==> src/rtl/layer_pkg.sv <==
// Shared constants and FSM state type for the layer output collector.
package layer_pkg;

    localparam int WIDTH = 16;
    localparam int M     = 8;

    typedef enum logic {
        COLLECT = 1'b0,
        RESULT  = 1'b1
    } state_t;

endpackage

==> src/rtl/collector_buf.sv <==
// Frame buffer: synchronous write, registered read-before-write readback.
module collector_buf
    import layer_pkg::*;
#(
    parameter int DEPTH = 8,
    parameter int WIDTH = 16
) (
    input  logic                     clk,
    input  logic                     rst_n,
    input  logic                     we,
    input  logic [$clog2(DEPTH)-1:0] wr_addr,
    input  logic [WIDTH-1:0]         wr_data,
    input  logic [$clog2(DEPTH)-1:0] rd_addr,
    output logic [WIDTH-1:0]         rd_data
);

    localparam int AW = $clog2(DEPTH);
    localparam logic [AW:0] DEPTH_W = (AW+1)'(DEPTH);

    logic [WIDTH-1:0] mem [DEPTH];
    logic [WIDTH-1:0] rd_data_d, rd_data_q;

    always_ff @(posedge clk) begin
        if (we) begin
            mem[wr_addr] <= wr_data;
        end
    end

    // Addresses past the last entry read as zero when DEPTH is not a power of two.
    always_comb begin
        rd_data_d = '0;
        if ({1'b0, rd_addr} < DEPTH_W) begin
            rd_data_d = mem[rd_addr];
        end
    end

    always_ff @(posedge clk or negedge rst_n) begin
        if (!rst_n) begin
            rd_data_q <= '0;
        end else begin
            rd_data_q <= rd_data_d;
        end
    end

    assign rd_data = rd_data_q;

endmodule

==> src/rtl/layer_out_collector.sv <==
// Collects one frame of layer outputs, reports the argmax, and
// offers registered readback of the stored frame.
module layer_out_collector
    import layer_pkg::*;
#(
    parameter int M     = layer_pkg::M,
    parameter int WIDTH = layer_pkg::WIDTH
) (
    input  logic                 clk,
    input  logic                 reset,
    input  logic                 s_valid,
    output logic                 s_ready,
    input  logic [WIDTH-1:0]     data_in,
    output logic                 r_valid,
    input  logic                 r_ready,
    output logic [$clog2(M)-1:0] r_index,
    output logic [WIDTH-1:0]     r_max,
    input  logic [$clog2(M)-1:0] rd_addr,
    output logic [WIDTH-1:0]     rd_data,
    output logic [7:0]           frames_done
);

    localparam int AW = $clog2(M);
    localparam logic [AW-1:0] LAST = AW'(M - 1);

    state_t          state_q, state_d;
    logic [AW-1:0]   cnt_q, cnt_d;
    logic [AW-1:0]   idx_q, idx_d;
    logic [WIDTH-1:0] max_q, max_d;
    logic [7:0]      frames_q, frames_d;
    logic            live_q;
    logic            xfer;

    assign xfer = s_valid && s_ready;

    always_comb begin
        state_d  = state_q;
        cnt_d    = cnt_q;
        idx_d    = idx_q;
        max_d    = max_q;
        frames_d = frames_q;
        s_ready  = 1'b0;
        r_valid  = 1'b0;
        unique case (state_q)
            COLLECT: begin
                s_ready = live_q;
                if (xfer) begin
                    // Strict compare keeps the lowest index on ties.
                    if (cnt_q == '0 || $signed(data_in) > $signed(max_q)) begin
                        max_d = data_in;
                        idx_d = cnt_q;
                    end
                    if (cnt_q == LAST) begin
                        cnt_d   = '0;
                        state_d = RESULT;
                    end else begin
                        cnt_d = cnt_q + 1'b1;
                    end
                end
            end
            RESULT: begin
                r_valid = 1'b1;
                if (r_ready) begin
                    state_d  = COLLECT;
                    frames_d = frames_q + 8'd1;
                end
            end
            default: state_d = COLLECT;
        endcase
    end

    // live_q holds s_ready low until the first edge after reset release.
    always_ff @(posedge clk or negedge reset) begin
        if (!reset) begin
            state_q  <= COLLECT;
            cnt_q    <= '0;
            idx_q    <= '0;
            max_q    <= '0;
            frames_q <= '0;
            live_q   <= 1'b0;
        end else begin
            state_q  <= state_d;
            cnt_q    <= cnt_d;
            idx_q    <= idx_d;
            max_q    <= max_d;
            frames_q <= frames_d;
            live_q   <= 1'b1;
        end
    end

    assign r_index     = idx_q;
    assign r_max       = max_q;
    assign frames_done = frames_q;

    collector_buf #(
        .DEPTH(M),
        .WIDTH(WIDTH)
    ) u_buf (
        .clk    (clk),
        .rst_n  (reset),
        .we     (xfer),
        .wr_addr(cnt_q),
        .wr_data(data_in),
        .rd_addr(rd_addr),
        .rd_data(rd_data)
    );

endmodule

==> config.mk <==
export PLATFORM = sky130hd
export DESIGN_NAME = layer_out_collector
export DESIGN_NICKNAME = d
export VERILOG_FILES = /design/src/rtl/layer_pkg.sv /design/src/rtl/collector_buf.sv /design/src/rtl/layer_out_collector.sv
export SDC_FILE = /design/constraint.sdc
export NUM_CORES = 1
export LEC_CHECK = 0
export ABC_AREA = 1
export CAP_MARGIN = 20
export CORE_MARGIN = 1
export CORE_UTILIZATION = 50
export CTS_CLUSTER_DIAMETER = 200
export DETAILED_ROUTE_END_ITERATION = 10
export HOLD_SLACK_MARGIN = 0.12
export PLACE_DENSITY = 0.83
export SYNTH_ARGS = -nofsm -noshare
export SYNTH_HDL_FRONTEND = slang
export SYNTH_SLANG_ARGS = --single-unit
==> constraint.sdc <==
create_clock -name clk -period 2.9 [get_ports clk]
set_clock_uncertainty 0.05 [all_clocks]
set_input_delay 0.58 -clock clk [delete_from_list [all_inputs] [get_ports clk]]
set_output_delay 0.58 -clock clk [all_outputs]
set_load 0.005 [all_outputs]
==> Word-level counts from Yosys, hierarchy flattened <==
Memory sizes are Yosys's and may differ from the RTL's. A register that Yosys moved wholly into a read port is not among the register bits.
Cells that the tools add are included.
{ "op_classes": {"n_addsub": 2, "mul": 0, "div": 0, "order_cmp": 1, "eq_ne": 1, "shifts": 0, "n_mux": 9, "n_bitwise": 1, "reduce_logical": 7} }
{ "ops": {"columns": ["operator", "count"], "rows": [
  ["> comparator 16 bit", 1],
  ["adder 8 x 1 -> 8 bit, second input constant", 1],
  ["2-to-1 mux 1 bit", 7],
  ["AND reduction 2 bit", 2],
  ["adder 3 x 1 -> 3 bit, second input constant", 1],
  ["equality test 3 bit, second input constant", 1],
  ["logical NOT 3 bit", 1],
  ["2-to-1 mux 3 bit", 1],
  ["AND reduction 3 bit", 1],
  ["case mux 1 bit (2 select lines)", 1],
  ["logical AND 1 bit", 1],
  ["logical NOT 1 bit", 1],
  ["logical OR 1 bit", 1],
  ["inverter 1 bit", 1]
]} }
{ "totals": {"ff_bits": 32, "latchBits": 0, "ramBits": 128, "romBits": 0, "inputBits": 23, "output_inout_bits": 45, "elab_cells": 28, "n_memories": 1} }
{ "mem_list": {"columns": ["memory", "words", "word_bits", "rd", "rd_ports_with_merged_regs", "write_ports", "line_no", "text"], "rows": [
  ["u_buf.mem", 8, 16, 1, 1, 1, "collector_buf.sv:20", "logic [WIDTH-1:0] mem [DEPTH];"]
]} }

==> Longest topological paths before layout <==
Gate-level depths: netlist of the first run.
{ "depth": {"word_depth": 4, "ltp_mapped": 17, "ltp_nobuf": 16} }

==> By module <==
Synthesis of the first run repeated with hierarchy kept, for this count alone.
{ "hier_totals": {"cells_unflattened": 803, "hier_area_um2": 7883.8} }
{ "by_module_without_submodules": {"columns": ["mod", "n_inst", "cells_per_inst", "area_each_um2", "seq_area_each_um2"], "rows": [
  ["collector_buf", 1, 587, 6069.6, 4244.1],
  ["layer_out_collector", 1, 216, 1814.2, 800.8]
]} }

==> Worst setup path before layout of the first run <==
Ideal clock, no wire load.
{ "synth_timing": {"path_type": "reg-to-reg", "from": "reg state_q", "to": "mem u_buf.mem[0][0] (enable)", "setup_time_ns": 0.388, "arrival_ns": 1.621, "required_time_ns": 2.462, "slack_ns": 0.841, "stages_incl_launch_ff": 6, "path_buffers": 0, "synth_period_minus_slack_ns": 2.059, "cell_sequence": "dfrtp_1 nor2_1 nand2_1 inv_2 nand2_1 nor2_1"} }
{ "synth_between": {"elab_chain_len": 4} }
{ "synth_rtl": {"columns": ["item", "line_no", "text"], "rows": [
  ["from (decl)", "layer_out_collector.sv:26", "state_t state_q, state_d;"],
  ["from (signal assigned)", "layer_out_collector.sv:82", "state_q <= state_d;"],
  ["2-to-1 mux 1 bit", "layer_out_collector.sv:44", "unique case (state_q)"],
  ["named net s_ready", "layer_out_collector.sv:12", "output logic s_ready,"],
  ["logical AND 1 bit", "layer_out_collector.sv:34", "assign xfer = s_valid && s_ready;"],
  ["2-to-1 mux 1 bit", "collector_buf.sv:24", "if (we) begin"],
  ["2-to-1 mux 1 bit (implied by the code)", "collector_buf.sv:25", "mem[wr_addr] <= wr_data;"],
  ["to (decl)", "collector_buf.sv:20", null]
]} }
The timed path passes the listed nets, and every way through them passes these cells.

==> Final worst setup path of the first run <==
{ "layout_timing": {"from": "in data_in[11]", "to": "reg max_q[2], in the netlist r_max[2]"} }
{ "layout_between": {"elab_chain_len": 3} }
{ "layout_rtl": {"columns": ["item", "line_no", "text"], "rows": [
  ["from (decl)", "layer_out_collector.sv:13", "input logic [WIDTH-1:0] data_in,"],
  ["> comparator 16 bit", "layer_out_collector.sv:49", "if (cnt_q == '0 || $signed(data_in) > $signed(max_q)) begin"],
  ["logical OR 1 bit", "layer_out_collector.sv:49", null],
  ["AND reduction 3 bit (no line)", null, null],
  ["to (signal assigned)", "layer_out_collector.sv:85", "max_q <= max_d;"],
  ["to (decl)", "layer_out_collector.sv:29", "logic [WIDTH-1:0] max_q, max_d;"]
]} }
No other way between the ends.
A chain may end at the register's enable or synchronous reset.

==> results of run 1 <==
stage by stage:
stage               total power, uW   util  instances  hold slack [ns]  area, um2
global placement               4670  0.590        864            0.413       8250
floorplan                      4040      -        609            0.234       7220
CTS                            6980  0.631        897            0.440       8830
finish                         6960  0.631        897            0.435       8830
global route                   7290  0.631        897            0.461       8830
detailed placement             4770  0.590        864            0.427       8250
synthesized netlist by cell type:
| library cell | n |
|---|---|
| buf_1 | 1 |
| nand2_4 | 1 |
| o21bai_1 | 1 |
| nand2_2 | 3 |
| o22ai_1 | 17 |
| buf_4 | 3 |
| a31oi_1 | 16 |
| clkbuf_1 | 20 |
| xnor2_1 | 5 |
| a21o_1 | 1 |
| conb_1 | 1 |
| nand2_1 | 70 |
| inv_2 | 2 |
| ha_1 | 20 |
| o21ai_1 | 4 |
| nor2_1 | 128 |
| buf_2 | 1 |
| inv_1 | 37 |
| nor2_4 | 1 |
| nand3_2 | 12 |
| buf_12 | 1 |
| nand4_1 | 3 |
| edfxtp_1 | 128 |
| a21oi_2 | 1 |
| dfrtp_1 | 48 |
| o21ai_0 | 65 |
| buf_6 | 1 |
| a21oi_1 | 3 |
| nand3_1 | 13 |
| xor2_1 | 2 |
report_power, final:
| part | internal, uW | leakage (uW) | switching [uW] |
|---|---|---|---|
| Clock | 1310 | 0.000284 | 911 |
| Sequential | 3020 | 0.00174 | 212 |
| Combinational | 687 | 0.00143 | 816 |
worst max-delay path, cell delays in order:
cell             delay (ns)
clkdlybuf4s50_1        0.49
ha_1                   0.34
nand2_1                0.05
inv_1                  0.07
nand3_1                0.10
nor2_1                 0.23
nand3_1                0.10
nor2_1                 0.14
a21oi_2                0.04
nand2_1                0.07
nand2_2                0.09
buf_4                  0.21
nand3_1                0.10
nand2_1                0.06
placed cells by master, fill, tap and decap left out, types with 2 or more instances in the layout:
| master | instances |
|---|---|
| bufinv_16 | 2 |
| o21ai_0 | 65 |
| nand3_2 | 12 |
| edfxtp_1 | 128 |
| xor2_1 | 2 |
| nand2_1 | 70 |
| inv_1 | 37 |
| a31oi_1 | 16 |
| inv_2 | 2 |
| a21oi_1 | 3 |
| nand3_1 | 13 |
| clkbuf_16 | 17 |
| clkinv_2 | 5 |
| o22ai_1 | 17 |
| dfrtp_1 | 48 |
| xnor2_1 | 5 |
| clkbuf_1 | 3 |
| nand2_2 | 3 |
| nor2_1 | 128 |
| nand4_1 | 3 |
| buf_4 | 34 |
| ha_1 | 20 |
| o21ai_1 | 4 |
| buf_2 | 2 |
| clkbuf_8 | 2 |
| clkdlybuf4s50_1 | 65 |
state kept, by name, summed over array words and instances (netlist names):
signal	count
state_q	1
cnt_q	3
r_max	16
live_q	1
r_index	3
frames_done	8
u_buf.rd_data	16
u_buf.mem	128
layer usage:
metal | vias up | global-route usage | wire length (um)
met3 | 36 | 0.0641 | 1270
met4 | 0 | 0.0953 | 360
met2 | 227 | 0.398 | 8210
met5 | - | 0 | 0
li1 | 2294 | - | -
met1 | 2401 | 0.311 | 6840
logic make-up (layout without fill, tap and decap cells):
kind of cell	Yosys count	after routing	synth area share
xor gates and xnor gates	7	7	0.00849
other	1	1	0.000519
buffers and inverters	66	174	0.0393
adders and majority gates	20	20	0.0346
AOI/OAI and AO/OA	108	108	0.0818
DFF	176	176	0.698
and+or+nand+nor	231	231	0.137
path summary, 6_finish.rpt:
path / to / slack, ns
worst min-delay path: frames_done[7] / 0.44
max in group asynchronous: u_buf.rd_data[14] / 1.93
worst max register to register: r_max[2] / 0.77
min in group asynchronous: frames_done[5] / 0.63
worst min register to register: frames_done[7] / 0.44
worst max-delay path: r_max[2] / 0.49
final cells by class:
type	instances	share of cell area
well taps	180	0.0255
clock inverters	10	0.0125
repair buffers	103	0.107
inverters	39	0.0166
flip-flops and latches	176	0.571
multi-input cells	367	0.215
clock buffers	22	0.0526
==> results.md, run 1 <==
* Status: finished, final reports clean
* Placeable Area at 0.0140 mm2
* Final Setup Violations at 0
* Fmax at 0.415 GHz
* Syn avg cell area at 11.9 um2
* N_diodes at 0
* Die area at 0.0149 mm2
* Share of cells above drive strength 1 at 0.120
* Synth cell types at 30
* Yosys top cell area share at 0.532
* Crit path from: data_in[11]
* Register clock-pin slew on the reported worst setup and hold paths at 0.06 ns
* Buffers inserted by post-CTS timing repair at 0
* Nets at 747
* Peak VDD IR at 0.514 mV
* Final ANT Viol Nets at 0
* Depth of the worst hold-timing path at 1
* Vias in the first global route at 5059
* Average wire per standard cell at 18.6 um
* Die height at 122 um
* GRT overflow at 0
* Port bufs at 67
* Routed wire length at 16700 um
* Post-synth net total at 652
* Worst R2R Start: r_max[11]
* FILL cells at 996
* CTS resizes at 0
* First-pass GRT wire length at 26200 um
* Pre-CTS setup slack at 0.0488 ns
* Maximum Capacitance Violations at 0
* Total track usage at 0.244
* Vias per inst at 5.53
* Max-slew headroom at 0.465
* RSZ-0062 raised after global routing: no
* Worst EP arrival at 2.67 ns
* R2R cell count at 14
* Bufs on Longest Clock Path at 2
* Post-synthesis cell count at 609
* Area Overhead vs Synth at 22.3%
* Most area-hungry cell type in the Yosys netlist: edfxtp_1
* Largest cells by area after synthesis: edfxtp_1 53%, dfrtp_1 17%, nor2_1 6.7%, o21ai_0 4.5%, nand2_1 3.6%
* DR iter-0 viols at 570
* CTS tree: yes
* Setup CP Type: primary input to flip-flop
* Number of buffers created by CTS at 17
* Ys Warns at 0
* Largest net degree at the start of global routing at 65
* CP Capture Type: flip-flop
* Setup ws final at 0.489 ns
* Pwr/cell area at 788 mW/mm2
* RD Place Congestion at 0.816
* Multi-input logic area at 0.00189 mm2
* Tightest Pin Transition at 0.801 ns
* Synthesized area at 0.00722 mm2
* Clock Sinks at 176
* Register bit total from synthesis at 176
* Critical path peak fanout at 12
* Pre-antenna DRT Iters at 6
* I/O Pins at 68
* Detailed Place HPWL at 10200 um
* Hold wc startpoint: frames_done[7]
* Initial antenna violation count at 0
* Critical Path RT at 3.16 ns
* Leakage at 0.00346 uW
* Cell Rows at 43
* Hold_buf cts at 1
* Clk_lat worst skew at 0.42 ns
* Initial Utilization at 0.516
* Final Hold Fails at 0
* FF/Latch Area at 0.00504 mm2
* H-tree Lvls at 4
* Final min period at 2.41 ns
* Final period utilization at 0.831
* Worst setup SP type: primary input
* Setup_tns at 0 ns
* Die X at 122 um
* Hold Crit Class: flip-flop to flip-flop
* CTS root buffer: clkbuf_16
* Remaining DRCs at 0
* Sequential share of the synthesized area at 0.698
* Max-slew violations at 0
* Via Count at 4958
Power figures use the tool's default switching activity.
==> inputs of run 2 (changes only) <==
--- a/config.mk
+++ b/config.mk
@@ -12,7 +12,7 @@
 export CTS_CLUSTER_DIAMETER = 200
 export DETAILED_ROUTE_END_ITERATION = 10
 export HOLD_SLACK_MARGIN = 0.12
-export PLACE_DENSITY = 0.83
+export PLACE_DENSITY = 0.86
 export SYNTH_ARGS = -nofsm -noshare
 export SYNTH_HDL_FRONTEND = slang
 export SYNTH_SLANG_ARGS = --single-unit
==> constraint.sdc (replaced) <==
create_clock -name clk -period 2 [get_ports clk]
set_clock_uncertainty 0.05 [all_clocks]
set_input_delay 0.4 -clock clk [delete_from_list [all_inputs] [get_ports clk]]
set_output_delay 0.4 -clock clk [all_outputs]
set_load 0.005 [all_outputs]
==> run 2 against run 1 <==
The run now ends with setup timing left; sequential power grew 44%; utilization is 4.5 points higher; via count increased by 7.5%; final cell count up 2.5%; sequential share of layout area shrank 3.8 points; largest power group unchanged; critical path type is now flip-flop to flip-flop; critical endpoint is now r_max[5]; wire length grew 8.8%; register-to-register slack lost 0.84 ns; critical path depth fell by 1.
==> results.md, run 2 (synthesized netlist as in run 1, its figures left out) <==
* Die X at 122 um
* Bufs on Longest Clock Path at 2
* Total Power Consumption at 11400 uW
* Final instance area at 0.00946 mm2
* Crit-path cells: inv_2 > ha_4 > a21o_1 > nor2_1 > nand3_2 > nand2_2 > nand2_1 > nand2_1 > nand2_2 > nand2_8 > nand2_4 > nand2_1 > nand2_1
* Initial antenna violation count at 0
* CTS tree: yes
* Commonest non-fill, non-tap cell in the layout: edfxtp_1
* Critical Path RT at 2.28 ns
* Nets at 769
* First-pass GRT wire length at 26600 um
* Number of flip-flops in the largest register at 128
* Critical path's most frequent cell: nand2_1
* Maximum Capacitance Violations at 0
* Routed wire length at 18200 um
* Max-slew headroom at 0.665
* FILL cells at 912
* Fmax at 0.483 GHz
* Final cell utilization of the core at 0.676
* Final ANT Viol Nets at 0
* Status: complete, but fails checks
* Final period utilization at 1.04
* Remaining DRCs at 0
* Port bufs at 67
* Largest net degree at the start of global routing at 65
* Pre-antenna DRT Iters at 7
* Setup ws final at -0.0708 ns
* Share of cells above drive strength 1 at 0.189
* Clock Sinks at 176
* DR iter-0 viols at 537
* Via Count at 5328
* Clk_lat worst skew at 0.43 ns
* CP delay by family, top: simple AND/OR/NAND/NOR gates
* Pwr/cell area at 1200 mW/mm2
* Largest register by flop count: u_buf.mem
* Die height at 122 um
* Worst EP arrival at 2.35 ns
* Final Hold Fails at 0
* Cell Rows at 43
* Tightest Pin Transition at 0.502 ns
* Setup CP Type: flip-flop to flip-flop
* Hold Crit Class: primary input to flip-flop
* Detailed Place HPWL at 10100 um
* N_diodes at 0
* CP max-delay cell: dfrtp_1
* CTS root buffer: clkbuf_16
* Fin cells at 919
* Failing checks: setup timing
* Vias in the first global route at 5110
* RD Place Congestion at 0.791
* Critical path peak fanout at 9
* Die area at 0.0149 mm2
* Average wire per standard cell at 19.8 um
* Buf/Inv on CP at 1
* CP Capture Type: flip-flop
* Initial Utilization at 0.516
* Final Setup Violations at 19
* H-tree Lvls at 4
* Leakage at 0.00372 uW
* Worst setup SP type: flip-flop
* RSZ-0062 raised after global routing: yes
* Area Overhead vs Synth at 30.9%
* Number of buffers created by CTS at 17
* Commonest non-fill, non-tap cells in the layout: 128 x edfxtp_1, 124 x nor2_1, 65 x o21ai_0
* Total track usage at 0.246
* I/O Pins at 68
* Final min period at 2.07 ns
* Max-slew violations at 0
* Peak VDD IR at 0.706 mV
* Placeable Area at 0.0140 mm2
* Placed cells at 871
* Vias per inst at 5.80
* CP max stage delay at 0.40 ns
* Placed cell area at 0.00844 mm2
* GRT overflow at 0
* Register clock-pin slew on the reported worst setup and hold paths at 0.07 ns
* Setup_tns at -0.945 ns
==> run 2: cell types whose count changed in the layout (fill, tap and decap cells not counted), moves of 5 or more <==
cell             before  now
nand2_1              70   62
ha_4                  0    9
dlygate4sd2_1         0    8
ha_1                 20   11
buf_12                1   12
nand2_2               3    9
clkinv_2              5    0
buf_4                34   41
dlymetal6s2s_1        0    6
clkdlybuf4s50_1      65   51
==> run 2: stage by stage <==
| stage | worst slack, ns | hold slack, ns |
|---|---|---|
| global placement | -0.616 | 0.344 |
| CTS | 0.00116 | 0.423 |
| finish | -0.0708 | 0.385 |
| global route | -0.146 | 0.388 |
| detailed placement | -0.681 | 0.346 |
| floorplan | -0.0590 | 0.0544 |
==> run 2: report_power, final <==
| part | total [uW] | leakage, uW | switching (uW) | internal, uW |
|---|---|---|---|---|
| combinational | 3150 | 0.00168 | 1630 | 1520 |
| sequential | 4650 | 0.00174 | 271 | 4380 |
| clock | 3560 | 0.000299 | 1400 | 2160 |
| total | 11400 | 0.00372 | 3300 | 8060 |
==> run 2: layer usage <==
metal / part of all wire / wire length [um] / vias to the layer above / track usage
li1: - / - / 2340 / -
met1: 0.38 / 6880 / 2605 / 0.309
met2: 0.49 / 8860 / 321 / 0.392
met3: 0.096 / 1750 / 62 / 0.0684
met4: 0.037 / 663 / 0 / 0.121
met5: 0 / 0 / - / 0
==> run 2: area by class of cell <==
type / instances / area, um2 / area share
Clock buffer: 20 / 457 / 0.0483
Sequential cell: 176 / 5040 / 0.533
Tap cell: 180 / 225 / 0.0238
Multi-Input combinational cell: 368 / 2120 / 0.224
Timing Repair Buffer: 124 / 1280 / 0.135
Clock inverter: 12 / 185 / 0.0196
Inverter: 39 / 146 / 0.0155
==> run 2: final timing paths <==
kind / from / end / slack [ns] / cells after the start
max: r_max[7] / r_max[5] / -0.07 / 13
min: data_in[4] / u_buf.mem[0][4] / 0.39 / 2
max reg2reg: r_max[7] / r_max[5] / -0.07 / 13
min reg2reg: frames_done[7] / frames_done[7] / 0.44 / 1
max in group asynchronous: reset / u_buf.rd_data[1] / 0.94 / 3
min in group asynchronous: reset / frames_done[7] / 0.42 / 2
==> run 2: timing repair <==
action	4_1_cts	5_1_grt
hold buffers	1	0
resized for setup	26	29
hold endpoints to repair	18	0
setup buffers	6	7
endpoints found under the setup margin	19	22
pin swaps	10	16
cloned	0	2
